**src/rtl/paddle_encoder.sv**
```systemverilog
// Rotary-encoder paddle front end: synchronises and debounces the quadrature pins,
// decodes Gray-code edges into clamped position steps, and counts illegal transitions.
module paddle_encoder #(
   parameter int unsigned DEBOUNCE_CYCLES = 250,
   parameter int unsigned STEP            = 4,
   parameter int unsigned POS_MAX         = 508,
   parameter int unsigned POS_INIT        = 256
) (
   input  logic       clk25,
   input  logic       resetn,
   input  logic       rota,
   input  logic       rotb,
   output logic [8:0] paddlePosition,
   output logic       moved,
   output logic       dir,
   output logic [7:0] errCount
);

   localparam logic [15:0] DB_LAST   = 16'(DEBOUNCE_CYCLES - 1);
   localparam logic [9:0]  STEP_W    = 10'(STEP);
   localparam logic [9:0]  POS_MAX_W = 10'(POS_MAX);
   localparam logic [8:0]  POS_MAX_9 = 9'(POS_MAX);
   localparam logic [8:0]  POS_INIT_9 = 9'(POS_INIT);

   typedef enum logic [1:0] {
      EDGE_NONE,
      EDGE_INC,
      EDGE_DEC,
      EDGE_ILLEGAL
   } edge_e;

   logic [1:0]       syncA_q, syncB_q;
   logic [1:0]       synced;
   logic [1:0]       stable_q, stable_d;
   logic [1:0][15:0] cnt_q, cnt_d;
   logic [1:0]       prev_q;
   logic [8:0]       pos_q, pos_d;
   logic             moved_q, moved_d;
   logic             dir_q, dir_d;
   logic [7:0]       err_q, err_d;
   edge_e            edgeKind;
   logic [9:0]       posWide, posSum, posDiff;

   // Bit 1 is channel A, bit 0 is channel B throughout.
   assign synced = {syncA_q[1], syncB_q[1]};

   // A change is accepted only after the synced pin has differed for DEBOUNCE_CYCLES cycles in a row.
   always_comb begin
      stable_d = stable_q;
      cnt_d    = cnt_q;
      for (int ch = 0; ch < 2; ch++) begin
         if (synced[ch] == stable_q[ch]) begin
            cnt_d[ch] = '0;
         end else if (cnt_q[ch] == DB_LAST) begin
            stable_d[ch] = synced[ch];
            cnt_d[ch]    = '0;
         end else begin
            cnt_d[ch] = cnt_q[ch] + 16'd1;
         end
      end
   end

   always_comb begin
      edgeKind = EDGE_NONE;
      case ({prev_q, stable_q})
         4'b00_10, 4'b10_11, 4'b11_01, 4'b01_00: edgeKind = EDGE_INC;
         4'b00_01, 4'b01_11, 4'b11_10, 4'b10_00: edgeKind = EDGE_DEC;
         default: begin
            if (prev_q != stable_q) begin
               edgeKind = EDGE_ILLEGAL;
            end
         end
      endcase
   end

   // Widened to 10 bits so the clamp comparisons see true sums without wrapping.
   assign posWide = {1'b0, pos_q};
   assign posSum  = posWide + STEP_W;
   assign posDiff = posWide - STEP_W;

   always_comb begin
      pos_d   = pos_q;
      moved_d = 1'b0;
      dir_d   = dir_q;
      err_d   = err_q;
      case (edgeKind)
         EDGE_INC: begin
            moved_d = 1'b1;
            dir_d   = 1'b1;
            pos_d   = (posSum > POS_MAX_W) ? POS_MAX_9 : posSum[8:0];
         end
         EDGE_DEC: begin
            moved_d = 1'b1;
            dir_d   = 1'b0;
            pos_d   = (posWide < STEP_W) ? 9'd0 : posDiff[8:0];
         end
         EDGE_ILLEGAL: begin
            if (err_q != 8'hFF) begin
               err_d = err_q + 8'd1;
            end
         end
         default: ;
      endcase
   end

   always_ff @(posedge clk25 or negedge resetn) begin
      if (!resetn) begin
         syncA_q  <= 2'b11;
         syncB_q  <= 2'b11;
         stable_q <= 2'b11;
         cnt_q    <= '0;
         prev_q   <= 2'b11;
         pos_q    <= POS_INIT_9;
         moved_q  <= 1'b0;
         dir_q    <= 1'b1;
         err_q    <= 8'd0;
      end else begin
         syncA_q  <= {syncA_q[0], rota};
         syncB_q  <= {syncB_q[0], rotb};
         stable_q <= stable_d;
         cnt_q    <= cnt_d;
         prev_q   <= stable_q;
         pos_q    <= pos_d;
         moved_q  <= moved_d;
         dir_q    <= dir_d;
         err_q    <= err_d;
      end
   end

   assign paddlePosition = pos_q;
   assign moved          = moved_q;
   assign dir            = dir_q;
   assign errCount       = err_q;

endmodule

```
**config.mk**
```make
export PLATFORM = sky130hd
export DESIGN_NAME = paddle_encoder
export DESIGN_NICKNAME = d
export VERILOG_FILES = /design/src/rtl/paddle_encoder.sv
export SDC_FILE = /design/constraint.sdc
export NUM_CORES = 1
export LEC_CHECK = 0
export CAP_MARGIN = 20
export CORE_ASPECT_RATIO = 1.2
export CORE_MARGIN = 1
export CORE_UTILIZATION = 25
export CTS_BUF_LIST = sky130_fd_sc_hd__clkbuf_16
export DETAILED_ROUTE_END_ITERATION = 12
export GPL_TIMING_DRIVEN = 0
export PLACE_DENSITY = 0.47
export RECOVER_POWER = 25
export SLEW_MARGIN = 20
export SYNTH_ARGS = -nofsm -noshare
export SYNTH_HDL_FRONTEND = slang
export SYNTH_SLANG_ARGS = --single-unit
```
**constraint.sdc**
```tcl
create_clock -name clk25 -period 2.8 [get_ports clk25]
set_input_delay 0.56 -clock clk25 [delete_from_list [all_inputs] [get_ports clk25]]
set_output_delay 0.56 -clock clk25 [all_outputs]
set_load 0.01 [all_outputs]
```
==> summary.md <==
| Metric | Value |
|---|---|
| Status | complete, no violations |
| Worst R2R Start | stable_q[0] |
| Synthesis-stage register bit count | 57 |
| Post-Syn Area | 0.00296 mm^2 |
| Main synth FF type | dfrtp_1 |
| Num CTS Buffers | 9 |
| Slew HR | 17.0% |
| CTS root buf | clkbuf_16 |
| Crit-path max FO | 10 |
| DR pass1 iterations | 4 |
| Final worst setup slack | 365 ps |
| Part of the Yosys area used for sequential elements | 48.6% |
| Post-synth top cells | dfrtp_1 (47), nor2_1 (40), nand2_1 (23), xnor2_1 (20) |
| Number of global-route vias before repair | 2,298 |
| H-tree depth | 3 |
| Hold crit path type | flop to flop |
| Hpwl dp | 4.20 mm |
| Clock sinks | 57 |
| Critical Path Slowest Stage Cell | dfstp_2 |
| Final setup vio count | 0 |
| Fin area | 0.00361 mm^2 |
| First-pass GRT wire length | 10.6 mm |
| Hold Vio Cnt, Final | 0 |
| Cell family with most CP delay | compound AO/OA/AOI/OAI gates |
| Longest Clk Path Bufs | 2 |
| Vias | 2,285 |
| Pin count of the biggest net entering global routing | 37 |
| Row cnt | 43 |
| Synth async-reset ratio | 100% |
| Full die area | 0.0123 mm^2 |
| Slowest stage delay, CP | 520 ps |
| Nets@finish | 349 |
| PD cells | 507 mW/mm^2 |
| Starting Density | 25.6% |
| Vias/cell | 4.59 |
| Routed Antenna Nets | 0 |
| Overflow after GRT | 0 |
| All-Layer GR Usage | 11.2% |
| DRC Markers | 0 |
| Clock Latency Late Sink | 320 ps |
| Core area | 0.0116 mm^2 |
| Worst setup SP type | flop |
| Initial antenna violation count | 0 |
| Most frequent CP cell | o21ai_0 |
| Largest area contributor in the netlist | dfrtp_1 |
| Port buffer count | 20 |
| Die W | 101 um |
| Clock skew | 4.50 ps |
| Height of the chip | 121 um |
| Setup CP Type | flop to flop |
| RSZ-0062 raised after global routing | false |
| Worst setup startpoint | stable_q[0] |
| Minimum clock period | 2430 ps |
| Critical Path RT | 3000 ps |
| WL per Instance | 12.3 um |
| Final Routed Wirelength | 6.11 mm |
| Worst slew pin tran | 1240 ps |
| Maximum vdd ir drop | 0.194 mV |
| Most numerous cell in the Yosys netlist | dfrtp_1 |
| Achievable Freq | 0.411 GHz |
| Post-synthesis instance total | 304 |
| Syn_area_per_cell | 9.74 um^2 |
| Placement Cell Area | 0.00338 mm^2 |
| Antenna cells | 0 |
| CTS tree | done |
| Synth Warn # | 0 |
| Data arrival, critical path | 2630 ps |
| Final critical-path share of the clock period | 87.0% |
| Max-cap violations | 0 |
| Fin. max-slew vios | 0 |
| Ports | 23 |
| Fraction of layout cells with a size suffix above 1 | 10.6% |
| Area Overhead vs Synth | 22.0% |
| Crit path cell chain | clkbuf_1 > o21ai_0 > o21ai_0 > ha_1 > inv_1 > a21o_1 > a21oi_1 > a211oi_1 |
| Yosys cell types | 50 |
| Critical path buffer and inverter count | 2 |
| Critical path endpoint category | flop |
| Post-synth EDFFs | 0 |
| RD Place Congestion | 0.775 |
| Worst hold start | syncA_q[0] |
| Post-synth top area share | 39.7% |
| Setup tns final | 0 ps |
| Lkg Pwr | 1.42 nW |
| Place WS | 231 ps |
| Design Power | 1.83 mW |
| Fillers | 1,171 |
| Clock-pin slew on the worst setup and hold paths | 50 ps |
| DRT iter0 DRCs | 82 |
| Top cells by area, synth | dfrtp_1 (40%), dfstp_2 (8.9%), xnor2_1 (5.9%), nor2_1 (5.1%), ha_1 (3.8%) |
-- layer usage --
| metal | share of wire (%) | global-route usage (%) | up-vias | wire [um] |
|---|---|---|---|---|
| met3 | 2.8 | 3.00 | 4 | 172 |
| li1 | - | - | 1137 | - |
| met2 | 50 | 17.9 | 36 | 3040 |
| met5 | 0 | 0 | - | 0 |
| met1 | 46 | 13.5 | 1108 | 2820 |
| met4 | 1.3 | 6.61 | 0 | 80 |
-- state kept, by name (all words and copies together), names as in the netlist --
signal and count:
cnt_q 32, dir 1, errCount 8, moved 1, paddlePosition 7, prev_q 2, stable_q 2, syncA_q 2
syncB_q 2
-- final timing paths --
check,slack (ps),endpoint,depth (start not counted)
worst max register to register,370,paddlePosition[4],8
worst min-delay path,350,syncA_q[1],0
max in group asynchronous,800,cnt_q[1],2
min in group asynchronous,490,cnt_q[16],1
worst max-delay path,370,paddlePosition[4],8
worst min register to register,350,syncA_q[1],0
-- cell usage in the layout, fill, tap and decap left out, drive strengths merged, types with 4 or more instances in the layout --
cell,synthesis,routed
ha,9,9
o21ai,8,8
xor2,12,12
clkbuf,7,17
nand4,12,12
clkinv,0,5
a31oi,6,6
nor4,8,8
nand3,15,15
nor3,15,15
xnor2,20,20
buf,4,4
a21oi,10,10
nor2,40,40
nand2,24,24
clkdlybuf4s50,0,19
dfrtp,47,47
dfstp,10,10
mux2,4,4
inv,13,15
-- report_power, final --
part | internal, mW | total [mW] | switching (mW)
clock network | 0.579 | 0.933 | 0.354
logic | 0.0168 | 0.0517 | 0.0349
registers | 0.838 | 0.847 | 0.00906
-- metrics by stage --
stage          util [%]  hold WS (ps)  std cells
4_1_cts            31.4           138        499
5_1_grt            31.2           356        498
3_5_place_dp       29.2           347        483
3_3_place_gp       29.1           346        482
6_report           31.2           353        498
2_1_floorplan         -           264        305
-- layout make-up --
cell class	instances	area [um^2]	share of cell area (%)
timing repair buffer	21	199	5.51
multi-input combinational	224	1420	39.3
clock buffer	9	225	6.23
inverter	13	48.8	1.35
sequential	57	1440	39.8
buffer	10	53.8	1.49
clock inverter	7	30.0	0.831
tap	157	196	5.44
-- kinds of logic after synthesis --
| family | after synthesis | share of synthesized area, % |
|---|---|---|
| simple gates | 133 | 23.0 |
| flops | 57 | 48.6 |
| compound gates | 41 | 8.75 |
| xor+xnor | 32 | 9.47 |
| buf+inv | 24 | 3.55 |
| fa+ha+maj | 9 | 3.80 |
| mux | 7 | 2.66 |
| other cells | 1 | 0.127 |
-- repair_timing --
item                       in CTS  in global routing
hold buffers                    0                  0
setup endpoints to repair       0                  4
buffers inserted                0                  0
gates resized for setup         0                  2
(Power assumes the default switching activity.)
